$ cat config.mk
export PLATFORM = sky130hd
export DESIGN_NAME = mrnaiso_ctl_sequencer_flat
export DESIGN_NICKNAME = d
export VERILOG_FILES = /design/src/rtl/mrnaiso_ctl_pkg.sv /design/src/rtl/mrnaiso_ctl_sequencer_if.sv /design/src/rtl/mrnaiso_ctl_sequencer_pump.sv /design/src/rtl/mrnaiso_ctl_sequencer.sv /design/src/flat_wrapper.sv
export SDC_FILE = /design/constraint.sdc
export NUM_CORES = 1
export LEC_CHECK = 0
export BUFFER_PORTS_ARGS = -buffer_cell sky130_fd_sc_hd__buf_2
export CORE_MARGIN = 10
export CORE_UTILIZATION = 36
export CTS_BUF_LIST = sky130_fd_sc_hd__clkbuf_2
export CTS_CLUSTER_SIZE = 24
export DETAILED_ROUTE_END_ITERATION = 6
export SYNTH_ARGS = -nofsm -noshare
export SYNTH_HDL_FRONTEND = slang
export SYNTH_SLANG_ARGS = --single-unit
$ cat constraint.sdc
create_clock -name clk -period 5.3 [get_ports clk]
set_clock_uncertainty 0.1 [all_clocks]
set_input_delay 0.53 -clock clk [delete_from_list [all_inputs] [get_ports clk]]
set_output_delay 0.53 -clock clk [all_outputs]
set_load 0.01 [all_outputs]
$ cat src/rtl/mrnaiso_ctl_pkg.sv
// Shared types and constants for the mRNA isolation chip valve/pump sequencer.
// Holds the state enum, valve polarity, pump phase table and valve pattern decode.
package mrnaiso_ctl_pkg;

  typedef enum logic [2:0] {
    ST_IDLE,
    ST_LOAD,
    ST_LYSE,
    ST_BEAD,
    ST_SEP,
    ST_COLLECT,
    ST_DONE,
    ST_FLUSH
  } state_e;

  // Pressurised control line closes the valve.
  localparam logic VALVE_CLOSED = 1'b1;
  localparam logic VALVE_OPEN   = 1'b0;

  localparam logic [2:0] PUMP_IDLE   = 3'b111;
  localparam int         PUMP_PHASES = 6;
  localparam logic [2:0] PUMP_TABLE [PUMP_PHASES] = '{
    3'b101, 3'b100, 3'b110, 3'b010, 3'b011, 3'b001
  };

  typedef struct packed {
    logic [3:0] cells_in;
    logic [3:0] collect;
    logic       lysis_in;
    logic       lysis_waste;
    logic       beads_12;
    logic       beads_34;
    logic       bead_waste;
    logic       sieve_12;
    logic       sieve_34;
    logic       sep;
    logic       push;
    logic       waste;
  } valves_t;

  localparam valves_t VALVES_CLOSED = '1;

  function automatic int max_int(int a, int b);
    return (a > b) ? a : b;
  endfunction

  function automatic logic pumping(state_e s);
    return (s == ST_LYSE) || (s == ST_BEAD) || (s == ST_FLUSH);
  endfunction

  // Valve pattern for a state given the latched stage mask.
  function automatic valves_t valves_for(state_e s, logic [3:0] m);
    valves_t v;
    v = VALVES_CLOSED;
    case (s)
      ST_LOAD: begin
        v.cells_in = ~m;
        v.waste    = VALVE_OPEN;
      end
      ST_LYSE: begin
        v.lysis_in    = VALVE_OPEN;
        v.lysis_waste = VALVE_OPEN;
      end
      ST_BEAD: begin
        if (|m[1:0]) v.beads_12 = VALVE_OPEN;
        if (|m[3:2]) v.beads_34 = VALVE_OPEN;
      end
      ST_SEP: begin
        v.sep        = VALVE_OPEN;
        v.bead_waste = VALVE_OPEN;
        if (|m[1:0]) v.sieve_12 = VALVE_OPEN;
        if (|m[3:2]) v.sieve_34 = VALVE_OPEN;
      end
      ST_COLLECT: begin
        v.collect = ~m;
        v.push    = VALVE_OPEN;
      end
      ST_FLUSH: begin
        v.waste       = VALVE_OPEN;
        v.lysis_waste = VALVE_OPEN;
        v.bead_waste  = VALVE_OPEN;
      end
      default: v = VALVES_CLOSED;
    endcase
    return v;
  endfunction

endpackage

$ cat src/rtl/mrnaiso_ctl_sequencer_if.sv
// Host/manifold bundle: start/abort request side plus all solenoid drives.
// master = host/testbench, slave = sequencer.
interface mrnaiso_ctl_sequencer_if;

  logic       start;
  logic [3:0] stage_mask;
  logic       abort;

  logic       busy;
  logic       done;
  logic       aborted;
  logic       err;

  logic [3:0] cells_in_ctl;
  logic [3:0] collect_ctl;
  logic       lysis_in_ctl;
  logic       lysis_waste_ctl;
  logic       beads_in_ctl_1_2;
  logic       beads_in_ctl_3_4;
  logic       bead_waste_ctl;
  logic       sieve_ctl_1_2;
  logic       sieve_ctl_3_4;
  logic       sep_ctl;
  logic       push_ctl;
  logic       waste_ctl;
  logic [2:0] pump;

  modport master (
    output start, stage_mask, abort,
    input  busy, done, aborted, err,
    input  cells_in_ctl, collect_ctl,
    input  lysis_in_ctl, lysis_waste_ctl,
    input  beads_in_ctl_1_2, beads_in_ctl_3_4,
    input  bead_waste_ctl,
    input  sieve_ctl_1_2, sieve_ctl_3_4,
    input  sep_ctl, push_ctl, waste_ctl,
    input  pump
  );

  modport slave (
    input  start, stage_mask, abort,
    output busy, done, aborted, err,
    output cells_in_ctl, collect_ctl,
    output lysis_in_ctl, lysis_waste_ctl,
    output beads_in_ctl_1_2, beads_in_ctl_3_4,
    output bead_waste_ctl,
    output sieve_ctl_1_2, sieve_ctl_3_4,
    output sep_ctl, push_ctl, waste_ctl,
    output pump
  );

endinterface

$ cat src/rtl/mrnaiso_ctl_sequencer_pump.sv
// Peristaltic pump driver: PUMP_DIV prescaler stepping a six-phase pattern.
// Ports: clk, rst, en_i (pump runs), restart_i (phase 0 next cycle), pat_o (registered).
module peristaltic_pump_drv
  import mrnaiso_ctl_pkg::*;
#(
  parameter int PUMP_DIV = 4
) (
  input  logic       clk,
  input  logic       rst,
  input  logic       en_i,
  input  logic       restart_i,
  output logic [2:0] pat_o
);

  localparam int DW = (PUMP_DIV > 1) ? $clog2(PUMP_DIV) : 1;
  localparam logic [DW-1:0] DIV_LAST = DW'(PUMP_DIV - 1);
  localparam logic [2:0] PH_LAST = 3'(PUMP_PHASES - 1);

  logic [DW-1:0] div_q;
  logic [2:0]    ph_q;
  logic [2:0]    ph_nxt;
  logic [2:0]    pat_q;

  assign ph_nxt = (ph_q == PH_LAST) ? 3'd0 : ph_q + 3'd1;
  assign pat_o  = pat_q;

  always_ff @(posedge clk or posedge rst) begin
    if (rst) begin
      div_q <= '0;
      ph_q  <= '0;
      pat_q <= PUMP_IDLE;
    end else if (!en_i) begin
      div_q <= '0;
      ph_q  <= '0;
      pat_q <= PUMP_IDLE;
    end else if (restart_i) begin
      div_q <= '0;
      ph_q  <= '0;
      pat_q <= PUMP_TABLE[0];
    end else if (div_q == DIV_LAST) begin
      div_q <= '0;
      ph_q  <= ph_nxt;
      pat_q <= PUMP_TABLE[ph_nxt];
    end else begin
      div_q <= div_q + DW'(1);
    end
  end

endmodule

$ cat src/rtl/mrnaiso_ctl_sequencer.sv
// Sequencer turning host start/abort into timed valve/pump patterns for the chip.
// Ports: clk, rst (async, active-high), ctl (slave side of the handshake/valve bundle).
module mrnaiso_ctl_sequencer
  import mrnaiso_ctl_pkg::*;
#(
  parameter int T_LOAD   = 16,
  parameter int T_LYSE   = 32,
  parameter int T_BEAD   = 32,
  parameter int T_SEP    = 16,
  parameter int T_COLL   = 16,
  parameter int T_FLUSH  = 8,
  parameter int PUMP_DIV = 4
) (
  input logic                    clk,
  input logic                    rst,
  mrnaiso_ctl_sequencer_if.slave ctl
);

  localparam int T_MAX = max_int(max_int(max_int(T_LOAD, T_LYSE),
                                         max_int(T_BEAD, T_SEP)),
                                 max_int(T_COLL, T_FLUSH));
  localparam int CNT_W = max_int($clog2(T_MAX), 1);

  typedef logic [CNT_W-1:0] cnt_t;

  state_e     state_q, state_d;
  cnt_t       cnt_q, cnt_d;
  logic [3:0] mask_q, mask_d;
  valves_t    vlv_q, vlv_d;
  logic       busy_q, busy_d;
  logic       done_q, done_d;
  logic       aborted_q, aborted_d;
  logic       err_q, err_d;
  logic       cnt_zero;
  logic       pump_en;
  logic       pump_restart;
  logic [2:0] pump_pat;

  function automatic cnt_t dwell(state_e s);
    case (s)
      ST_LOAD:    return cnt_t'(T_LOAD - 1);
      ST_LYSE:    return cnt_t'(T_LYSE - 1);
      ST_BEAD:    return cnt_t'(T_BEAD - 1);
      ST_SEP:     return cnt_t'(T_SEP - 1);
      ST_COLLECT: return cnt_t'(T_COLL - 1);
      ST_FLUSH:   return cnt_t'(T_FLUSH - 1);
      default:    return '0;
    endcase
  endfunction

  function automatic state_e next_timed(state_e s);
    case (s)
      ST_LOAD:    return ST_LYSE;
      ST_LYSE:    return ST_BEAD;
      ST_BEAD:    return ST_SEP;
      ST_SEP:     return ST_COLLECT;
      ST_COLLECT: return ST_DONE;
      default:    return ST_IDLE;
    endcase
  endfunction

  assign cnt_zero = (cnt_q == '0);

  always_comb begin
    state_d   = state_q;
    mask_d    = mask_q;
    cnt_d     = cnt_q;
    err_d     = 1'b0;
    aborted_d = 1'b0;
    unique case (state_q)
      ST_IDLE: begin
        if (ctl.start) begin
          if (ctl.stage_mask == 4'd0) begin
            err_d = 1'b1;
          end else begin
            state_d = ST_LOAD;
            mask_d  = ctl.stage_mask;
          end
        end
      end
      ST_DONE: state_d = ST_IDLE;
      ST_FLUSH: begin
        if (cnt_zero) begin
          state_d   = ST_IDLE;
          aborted_d = 1'b1;
        end
      end
      default: begin
        // Abort wins over a timed exit on the same cycle.
        if (ctl.abort) begin
          state_d = ST_FLUSH;
        end else if (cnt_zero) begin
          state_d = next_timed(state_q);
        end
      end
    endcase
    if (state_d != state_q) begin
      cnt_d = dwell(state_d);
    end else if (!cnt_zero) begin
      cnt_d = cnt_q - cnt_t'(1);
    end
    // Outputs are decoded from the next state so they land with it.
    vlv_d  = valves_for(state_d, mask_d);
    busy_d = (state_d != ST_IDLE);
    done_d = (state_d == ST_DONE);
  end

  assign pump_en      = pumping(state_d);
  assign pump_restart = pump_en && (state_d != state_q);

  peristaltic_pump_drv #(
    .PUMP_DIV (PUMP_DIV)
  ) u_pump (
    .clk       (clk),
    .rst       (rst),
    .en_i      (pump_en),
    .restart_i (pump_restart),
    .pat_o     (pump_pat)
  );

  always_ff @(posedge clk or posedge rst) begin
    if (rst) begin
      state_q   <= ST_IDLE;
      cnt_q     <= '0;
      mask_q    <= '0;
      vlv_q     <= VALVES_CLOSED;
      busy_q    <= 1'b0;
      done_q    <= 1'b0;
      aborted_q <= 1'b0;
      err_q     <= 1'b0;
    end else begin
      state_q   <= state_d;
      cnt_q     <= cnt_d;
      mask_q    <= mask_d;
      vlv_q     <= vlv_d;
      busy_q    <= busy_d;
      done_q    <= done_d;
      aborted_q <= aborted_d;
      err_q     <= err_d;
    end
  end

  assign ctl.busy             = busy_q;
  assign ctl.done             = done_q;
  assign ctl.aborted          = aborted_q;
  assign ctl.err              = err_q;
  assign ctl.cells_in_ctl     = vlv_q.cells_in;
  assign ctl.collect_ctl      = vlv_q.collect;
  assign ctl.lysis_in_ctl     = vlv_q.lysis_in;
  assign ctl.lysis_waste_ctl  = vlv_q.lysis_waste;
  assign ctl.beads_in_ctl_1_2 = vlv_q.beads_12;
  assign ctl.beads_in_ctl_3_4 = vlv_q.beads_34;
  assign ctl.bead_waste_ctl   = vlv_q.bead_waste;
  assign ctl.sieve_ctl_1_2    = vlv_q.sieve_12;
  assign ctl.sieve_ctl_3_4    = vlv_q.sieve_34;
  assign ctl.sep_ctl          = vlv_q.sep;
  assign ctl.push_ctl         = vlv_q.push;
  assign ctl.waste_ctl        = vlv_q.waste;
  assign ctl.pump             = pump_pat;

endmodule

$ cat src/flat_wrapper.sv
// flat-port wrapper written by rule: the top's interface ports become plain ports
module mrnaiso_ctl_sequencer_flat import mrnaiso_ctl_pkg::*;
#(
  parameter int T_LOAD   = 16,
  parameter int T_LYSE   = 32,
  parameter int T_BEAD   = 32,
  parameter int T_SEP    = 16,
  parameter int T_COLL   = 16,
  parameter int T_FLUSH  = 8,
  parameter int PUMP_DIV = 4
)
  (clk, rst, ctl_start, ctl_stage_mask, ctl_abort, ctl_busy, ctl_done, ctl_aborted, ctl_err, ctl_cells_in_ctl, ctl_collect_ctl, ctl_lysis_in_ctl, ctl_lysis_waste_ctl, ctl_beads_in_ctl_1_2, ctl_beads_in_ctl_3_4, ctl_bead_waste_ctl, ctl_sieve_ctl_1_2, ctl_sieve_ctl_3_4, ctl_sep_ctl, ctl_push_ctl, ctl_waste_ctl, ctl_pump);
  mrnaiso_ctl_sequencer_if ctl_i ();
  input logic clk;
  input logic rst;
  input wire logic [$bits(ctl_i.start)-1:0] ctl_start;
  input wire logic [$bits(ctl_i.stage_mask)-1:0] ctl_stage_mask;
  input wire logic [$bits(ctl_i.abort)-1:0] ctl_abort;
  output wire logic [$bits(ctl_i.busy)-1:0] ctl_busy;
  output wire logic [$bits(ctl_i.done)-1:0] ctl_done;
  output wire logic [$bits(ctl_i.aborted)-1:0] ctl_aborted;
  output wire logic [$bits(ctl_i.err)-1:0] ctl_err;
  output wire logic [$bits(ctl_i.cells_in_ctl)-1:0] ctl_cells_in_ctl;
  output wire logic [$bits(ctl_i.collect_ctl)-1:0] ctl_collect_ctl;
  output wire logic [$bits(ctl_i.lysis_in_ctl)-1:0] ctl_lysis_in_ctl;
  output wire logic [$bits(ctl_i.lysis_waste_ctl)-1:0] ctl_lysis_waste_ctl;
  output wire logic [$bits(ctl_i.beads_in_ctl_1_2)-1:0] ctl_beads_in_ctl_1_2;
  output wire logic [$bits(ctl_i.beads_in_ctl_3_4)-1:0] ctl_beads_in_ctl_3_4;
  output wire logic [$bits(ctl_i.bead_waste_ctl)-1:0] ctl_bead_waste_ctl;
  output wire logic [$bits(ctl_i.sieve_ctl_1_2)-1:0] ctl_sieve_ctl_1_2;
  output wire logic [$bits(ctl_i.sieve_ctl_3_4)-1:0] ctl_sieve_ctl_3_4;
  output wire logic [$bits(ctl_i.sep_ctl)-1:0] ctl_sep_ctl;
  output wire logic [$bits(ctl_i.push_ctl)-1:0] ctl_push_ctl;
  output wire logic [$bits(ctl_i.waste_ctl)-1:0] ctl_waste_ctl;
  output wire logic [$bits(ctl_i.pump)-1:0] ctl_pump;
  assign ctl_i.start = ctl_start;
  assign ctl_i.stage_mask = ctl_stage_mask;
  assign ctl_i.abort = ctl_abort;
  assign ctl_busy = ctl_i.busy;
  assign ctl_done = ctl_i.done;
  assign ctl_aborted = ctl_i.aborted;
  assign ctl_err = ctl_i.err;
  assign ctl_cells_in_ctl = ctl_i.cells_in_ctl;
  assign ctl_collect_ctl = ctl_i.collect_ctl;
  assign ctl_lysis_in_ctl = ctl_i.lysis_in_ctl;
  assign ctl_lysis_waste_ctl = ctl_i.lysis_waste_ctl;
  assign ctl_beads_in_ctl_1_2 = ctl_i.beads_in_ctl_1_2;
  assign ctl_beads_in_ctl_3_4 = ctl_i.beads_in_ctl_3_4;
  assign ctl_bead_waste_ctl = ctl_i.bead_waste_ctl;
  assign ctl_sieve_ctl_1_2 = ctl_i.sieve_ctl_1_2;
  assign ctl_sieve_ctl_3_4 = ctl_i.sieve_ctl_3_4;
  assign ctl_sep_ctl = ctl_i.sep_ctl;
  assign ctl_push_ctl = ctl_i.push_ctl;
  assign ctl_waste_ctl = ctl_i.waste_ctl;
  assign ctl_pump = ctl_i.pump;
  mrnaiso_ctl_sequencer #(.T_LOAD(T_LOAD), .T_LYSE(T_LYSE), .T_BEAD(T_BEAD), .T_SEP(T_SEP), .T_COLL(T_COLL), .T_FLUSH(T_FLUSH), .PUMP_DIV(PUMP_DIV)) u_core (.clk(clk), .rst(rst), .ctl(ctl_i));
endmodule
Yosys cells after proc, flatten, opt, wreduce, memory -nomap -nowiden
Memories as Yosys holds them, arrays and structs flattened.
Index checks and enable logic that the tools add are counted.
{"block": "word_totals", "n_memories": 1, "register_bits": 42, "rom_bits": 24, "word_cells": 103, "input_bits": 8}
{"name": "(name not given)", "words": 8, "width": 3, "read_ports": 1, "rd_ports_with_merged_regs": 0, "wr": 0, "line": "mrnaiso_ctl_sequencer_pump.sv:43", "rtl": "pat_q <= PUMP_TABLE[ph_nxt];"}
{"block": "op_classes", "addsub": 3, "muxes": 41, "magnitude_cmp": 1, "reduce_logical": 14, "n_eq_ne": 19, "bitwise_logic": 2}
{"op": "$mux W3", "count": 15}
{"op": "$eq A3 B3 Y1 const B", "count": 9}
{"op": "$mux W4", "count": 5}
{"op": "$pmux W3 S5", "count": 1}
{"op": "$pmux W5 S3", "count": 1}
{"op": "$eq A3 B2 Y1 const B", "count": 4}
{"op": "$mux W1", "count": 12}
{"op": "$reduce_or A2 Y1", "count": 6}
{"op": "$mux W5", "count": 2}
{"op": "$pmux W3 S3", "count": 1}
{"op": "$mux W2", "count": 4}
{"op": "$eq A3 B1 Y1 const B", "count": 2}
{"op": "$logic_not A5 Y1", "count": 1}
{"op": "$sub A5 B1 Y5 const B", "count": 1}
{"op": "$ge A4 B4 Y1 const B", "count": 1}
{"op": "$logic_not A4 Y1", "count": 1}
{"op": "$not A3 Y4", "count": 1}
{"op": "$not A4 Y4", "count": 1}
{"op": "$add A3 B1 Y3 const B", "count": 1}
{"op": "$logic_not A3 Y1", "count": 1}
{"op": "$ne A3 B3 Y1", "count": 1}
{"op": "$ne A3 B3 Y1 const B", "count": 1}
{"op": "$reduce_bool A3 Y1", "count": 1}
{"op": "$reduce_or A3 Y1", "count": 1}
{"op": "5 further kinds", "count": 6}

Logic depth before layout (Yosys ltp)
{"block": "logic_depth", "depth_word": 11, "depth_mapped": 12}

Hierarchy
From an unflattened synthesis, not the netlist that was laid out.
{"block": "unflattened", "hier_cells": 203, "hier_area_um2": 2016.9}
{"module": "mrnaiso_ctl_sequencer", "cells_per_inst": 167, "seq_area_each_um2": 873.3, "area_per_inst_um2": 1637.8, "instances": 1}
{"module": "peristaltic_pump_drv", "cells_per_inst": 36, "seq_area_each_um2": 203.9, "area_per_inst_um2": 379.1, "instances": 1}

Least setup slack after synthesis
Ideal clock, no wire load.
{"block": "synth_path", "path_type": "reg-to-reg", "startpoint": "register u_core.state_q[1]", "endpoint": "register u_core.u_pump.pat_q[0] (netlist: u_core.u_pump.pat_o[0])", "arrival_time_ns": 2.328, "slack_ns": 2.790, "stages_incl_launch_ff": 11, "t_required_ns": 5.118, "cell_sequence": "dfrtp_1 buf_6 buf_6 inv_1 ha_1 or4bb_1 o311ai_2 a21oi_1 o221ai_4 nand3_4 nand2b_4"}
{"block": "synth_between", "elab_chain_len": 11}
{"element": "from (decl)", "line": "mrnaiso_ctl_sequencer.sv:26", "rtl": "state_e state_q, state_d;"}
{"element": "from (signal assigned)", "line": "mrnaiso_ctl_sequencer.sv:132", "rtl": "state_q <= state_d;"}
{"element": "$eq A3 B3 Y1, or another cell as far along", "line": "mrnaiso_ctl_sequencer.sv:52", "rtl": "case (s)"}
{"element": "$pmux W3 S5", "line": "mrnaiso_ctl_sequencer.sv:52"}
{"element": "$mux W3", "line": "mrnaiso_ctl_sequencer.sv:92", "rtl": "end else if (cnt_zero) begin"}
{"element": "$mux W3", "line": "mrnaiso_ctl_sequencer.sv:90", "rtl": "if (ctl.abort) begin"}
{"element": "$pmux W3 S3", "line": "mrnaiso_ctl_sequencer.sv:70", "rtl": "unique case (state_q)"}
{"element": "$eq A3 B2 Y1", "line": "mrnaiso_ctl_pkg.sv:48", "rtl": "return (s == ST_LYSE) || (s == ST_BEAD) || (s == ST_FLUSH);"}
{"element": "$logic_or A1 B1 Y1 (2 in series)", "line": "mrnaiso_ctl_pkg.sv:48"}
{"element": "$logic_and A1 B1 Y1", "line": "mrnaiso_ctl_sequencer.sv:109", "rtl": "assign pump_restart = pump_en && (state_d != state_q);"}
{"element": "$mux W3", "line": "mrnaiso_ctl_sequencer_pump.sv:36", "rtl": "end else if (restart_i) begin"}
{"element": "$mux W3", "line": "mrnaiso_ctl_sequencer_pump.sv:32", "rtl": "end else if (!en_i) begin"}
{"element": "to (signal assigned)", "line": "mrnaiso_ctl_sequencer_pump.sv:39", "rtl": "pat_q <= PUMP_TABLE[0];"}
{"element": "to (signal assigned)", "line": "mrnaiso_ctl_sequencer_pump.sv:43"}
{"element": "to (decl)", "line": "mrnaiso_ctl_sequencer_pump.sv:22", "rtl": "logic [2:0] pat_q;"}
Parallel ways exist; a longest one is shown, timed or not.
A chain may end at the register's enable or synchronous reset.

Worst setup path after layout
{"block": "layout_path", "startpoint": "register u_core.state_q[1]", "endpoint": "register u_core.u_pump.pat_q[2] (netlist: u_core.u_pump.pat_o[2])"}
{"block": "layout_between", "elab_chain_len": 11}
{"element": "$eq A3 B3 Y1, or another cell as far along", "line": "mrnaiso_ctl_sequencer.sv:52"}
{"element": "$pmux W3 S5", "line": "mrnaiso_ctl_sequencer.sv:52"}
{"element": "$mux W3", "line": "mrnaiso_ctl_sequencer.sv:92"}
{"element": "$mux W3", "line": "mrnaiso_ctl_sequencer.sv:90"}
{"element": "$pmux W3 S3 *", "line": "mrnaiso_ctl_sequencer.sv:70"}
{"element": "net u_core.state_d[2]", "line": "mrnaiso_ctl_sequencer.sv:26"}
{"element": "$eq A3 B2 Y1", "line": "mrnaiso_ctl_pkg.sv:48"}
{"element": "$logic_or A1 B1 Y1 (2 in series)", "line": "mrnaiso_ctl_pkg.sv:48"}
{"element": "$logic_and A1 B1 Y1", "line": "mrnaiso_ctl_sequencer.sv:109"}
{"element": "$mux W3", "line": "mrnaiso_ctl_sequencer_pump.sv:36"}
{"element": "$mux W3", "line": "mrnaiso_ctl_sequencer_pump.sv:32"}
The timed path passes the listed nets; every way through them passes the cells marked *.

==> impl.org <==
** Yosys
- Leading register cell type out of synthesis :: sky130_fd_sc_hd__dfstp_2
- Post-synth design cell area :: 2125 sq um
- The synthesized design contains 42 register bits.
- Register area share after synthesis :: 0.5071
- Fraction of registers with async set or reset after synthesis :: 1.000
- Syn Inst Count :: 193
- By count the netlist is led by sky130_fd_sc_hd__nand2_1, sky130_fd_sc_hd__dfrtp_1, sky130_fd_sc_hd__dfstp_2.
- Top-area cell type share of the netlist area :: 0.2597
- Most repeated cell in the gate-level netlist after synthesis :: sky130_fd_sc_hd__nand2_1
- Cell accounting for the most synthesized area :: sky130_fd_sc_hd__dfstp_2
- After synthesis, the netlist uses 48 different library cells.
- Yosys printed 0 warnings.
- Most area-consuming cells after synthesis :: sky130_fd_sc_hd__dfstp_2, sky130_fd_sc_hd__dfrtp_1, sky130_fd_sc_hd__nand2_1
- When the netlist entered floorplanning its net count stood at 206.
- Post-synth EDFFs :: 0
- Avg Cell Area, Syn :: 11.01 sq um

** Clock tree
- Post-CTS repair changed the size of 0 cells.
- Root cell of the clock tree :: sky130_fd_sc_hd__clkbuf_2
- Post-CTS clock slew at the launch and capture registers of the worst setup and hold paths :: 220 ps
- The H-tree was split into 2 levels.
- TritonCTS created 5 clock buffers.
- Clock tree synthesis found a total of 42 sinks.
- Number of buffers inserted by hold repair at cts :: 0
- Number of buffers inserted to repair setup after CTS :: 0
- Clock latency of the later-clocked register in the worst-skew pair :: 390 ps
- TritonCTS clock tree :: done
- Buffer depth of the longest clock path :: 2

** Worst hold path
- The tightest min-delay check is of the in2async type.

** Layout
- After filler insertion, the fill cell instance count of the layout stands at 564.
- In the final layout, the multi-input gates occupy 938.4 sq um.
- For this run, the number of standard cells in the final layout without fillers is 298.
- Final #Nets :: 238
- Utilization of the core after routing :: 0.4264
- Antenna fix cells :: 0
- In the final layout, the share of cells above drive strength 1 is 0.3628.
- The area growth from synthesis to layout is 12.54%.
- Reg area :: 1077 sq um

** Detailed routing
- DRC :: 0
- Detailed-route via count :: 1446
- After detailed routing, the average wire length per cell comes to 14.15 microns.
- The first detailed-routing pass took 4 iterations.
- After detailed routing, the number of vias per cell comes to 4.852.
- For this block, the initial DRC count from the detailed router was 118.
- Number of antenna-violating nets in the routed design :: 0
- After detailed routing, the total wire length is 4.218 mm.

** Critical path
- For this run, the slowest stage of the critical path takes 770 ps.
- Across all register-to-register paths, the minimum setup slack is 2380 ps.
- The worst setup path is launched from a flop.
- The slowest stage of the critical path is the sky130_fd_sc_hd__dfrtp_1 cell.
- Top Family by Delay on Critical Path :: compound AO/OA/AOI/OAI gates
- Traced cell by cell, the critical path runs through ha_1, nor2b_1, a21boi_0, a211oi_4, inv_2, a21oi_2, nand3_4, nand2b_4.
- Worst setup EP type :: flop
- Critical path start-end classification :: reg2reg
- For the worst setup path, the data arrival time is 3180 ps.
- Critical path data required time :: 5550 ps
- Counting both buffers and inverters, the worst setup path holds a total of 1.
- Max FO, Critical Path :: 17

** Power
- In this run the power spent charging and discharging nets is 0.6492 mW.
- Sequential power share :: 0.370
- Pwr Density :: 628.6 nW/um^2
- Int Pwr :: 0.8538 mW
- Share of power burned in combinational logic :: 0.507
- Share of total power consumed by net switching :: 0.4319
- Clock Power Share :: 0.123
- Leak pwr :: 1.029 nW
- Across the VDD grid, the largest voltage drop is 0.2949 mV.

** Placement
- Placed instance count :: 290
- Total half-perimeter wirelength after legalization and detailed placement :: 3.182 mm
- Routability congestion estimate :: 0.7736
- Port buffer count :: 32

** STA
- Setup repair after global routing missed its margin :: no
- Final period utilization :: 0.5518
- The number of hold violations in the final report was 0.
- Final max-slew violation count :: 0
- Final hold analysis gives a worst-case slack of 116.8 ps.
- Worst-margin pin slew :: 717.9 ps
- Number of setup violations in the final report :: 0
- Headroom to the max-slew limit came out at 0.5171.
- Final worst path period need :: 2925 ps
- Based on the critical path, the design can be clocked at up to 341.9 MHz.
- Setup Total Neg Slack :: 0 ps

** Floorplan
- Overall die width :: 96.82 microns
- The floorplan has 27 rows.
- Number of placed I/O pins :: 33
- Initial core utilization :: 0.3788
- Total die area :: 9374 sq um
- Floorplan Core Area :: 5608 sq um
- Vert. Die Dim :: 96.82 microns

** Global route
- Pin count of the biggest net entering global routing :: 43
- Via count of the first global-routing pass :: 1439
- For this run, the total global-route usage over all layers was measured as 0.08817.
- First-pass GRT wire length :: 7.051 mm
- Overall overflow remaining after global route :: 0
- The number of antenna violations at the first check in global routing is 0.

** Run
- Across the run, the number of max-cap violations was 0.

** Run status
- The flow ran to the end, and the final reports show no timing, DRC or antenna violations.
## power groups by stage
stage | Sequential [mW] | Combinational (mW) | Clock, mW
after CTS | 0.559 | 0.774 | 0.195
after detailed placement | 0.564 | 0.772 | 0
after floorplan | 0.557 | 0.618 | 0
final | 0.557 | 0.762 | 0.185
after global placement | 0.564 | 0.768 | 0
after global routing | 0.574 | 0.852 | 0.208
## cells in the final DEF, fill, tap and decap left out, types with 3 or more instances in the layout
master / n
sky130_fd_sc_hd__nand2_1: 26
sky130_fd_sc_hd__xnor2_1: 3
sky130_fd_sc_hd__dfrtp_1: 21
sky130_fd_sc_hd__o21ai_0: 10
sky130_fd_sc_hd__a22o_1: 4
sky130_fd_sc_hd__nor2b_1: 5
sky130_fd_sc_hd__xor2_1: 3
sky130_fd_sc_hd__mux2i_1: 7
sky130_fd_sc_hd__inv_1: 12
sky130_fd_sc_hd__ha_1: 5
sky130_fd_sc_hd__a21oi_1: 6
sky130_fd_sc_hd__buf_2: 32
sky130_fd_sc_hd__clkbuf_2: 5
sky130_fd_sc_hd__nor2_1: 18
sky130_fd_sc_hd__nand3_1: 7
sky130_fd_sc_hd__dfstp_2: 21
sky130_fd_sc_hd__nor3_1: 4
## cell type report
class | instances | area share
sequential | 42 | 0.4505
multi-input combinational | 130 | 0.3925
timing repair buffer | 33 | 0.07012
tap | 72 | 0.03768
inverter | 13 | 0.02041
clock inverter | 3 | 0.01832
clock buffer | 5 | 0.01047
## routing by layer
metal,vias up,GRT usage,share of wire,routed length [microns]
li1,724,-,-,-
met1,687,0.1107,0.48,2035
met2,29,0.1375,0.46,1935
met3,6,0.03052,0.048,201
met4,0,0.02818,0.011,46
met5,-,0,0,0
## state kept, by name, indices dropped and copies added, names as in the netlist, 2 cells and up
| signal | cells |
|---|---|
| u_core.state_q | 3 |
| u_core.u_pump.div_q | 2 |
| u_core.ctl.collect_ctl | 4 |
| u_core.u_pump.ph_q | 3 |
| u_core.u_pump.pat_o | 3 |
| u_core.ctl.cells_in_ctl | 4 |
| u_core.cnt_q | 5 |
| u_core.mask_q | 4 |
## path summary, 6_finish.rpt
check,startpoint,endpoint,cells past startpoint
hold reg to reg,u_core.u_pump.div_q[0]$_DFF_PP0_,u_core.u_pump.div_q[0]$_DFF_PP0_,1
hold / removal,rst,u_core.ctl.done$_DFF_PP0_,3
setup reg to reg,u_core.state_q[1]$_DFF_PP0_,u_core.u_pump.pat_o[2]$_DFFE_PP1P_,8
min in group clk,ctl_stage_mask[1],u_core.ctl.err$_DFF_PP0_,3
setup / recovery,u_core.state_q[1]$_DFF_PP0_,u_core.u_pump.pat_o[2]$_DFFE_PP1P_,8
max in group asynchronous,rst,u_core.u_pump.pat_o[1]$_DFFE_PP1P_,3
## per-stage QoR
stage | worst slack (ps) | power, mW | cell area [sq um]
6_report | 2375 | 1.503 | 2391
5_1_grt | 2159 | 1.633 | 2391
4_1_cts | 2353 | 1.528 | 2391
3_5_place_dp | 2388 | 1.336 | 2322
3_3_place_gp | 2406 | 1.332 | 2322
2_1_floorplan | 2790 | 1.175 | 2125
## worst reg2reg max path: stages, from the launching register on
cell	delay [ps]
sky130_fd_sc_hd__dfrtp_1	770
sky130_fd_sc_hd__ha_1	520
sky130_fd_sc_hd__nor2b_1	160
sky130_fd_sc_hd__a21boi_0	250
sky130_fd_sc_hd__a211oi_4	420
sky130_fd_sc_hd__inv_2	120
sky130_fd_sc_hd__a21oi_2	230
sky130_fd_sc_hd__nand3_4	150
sky130_fd_sc_hd__nand2b_4	170
## kinds of logic (layout without fill, tap and decap cells)
kind of cell / count (synthesis) / count (layout) / share of synthesized area
AO/OA/AOI/OAI: 36 / 36 / 0.1431
XOR/XNOR: 6 / 6 / 0.02474
adder cells (fa/ha/maj): 5 / 5 / 0.02945
buffers and inverters: 21 / 54 / 0.05123
flip-flops: 42 / 42 / 0.5071
multiplexers: 7 / 7 / 0.03298
AND/OR/NAND/NOR: 76 / 76 / 0.2114
Power figures use the tool's default switching activity.
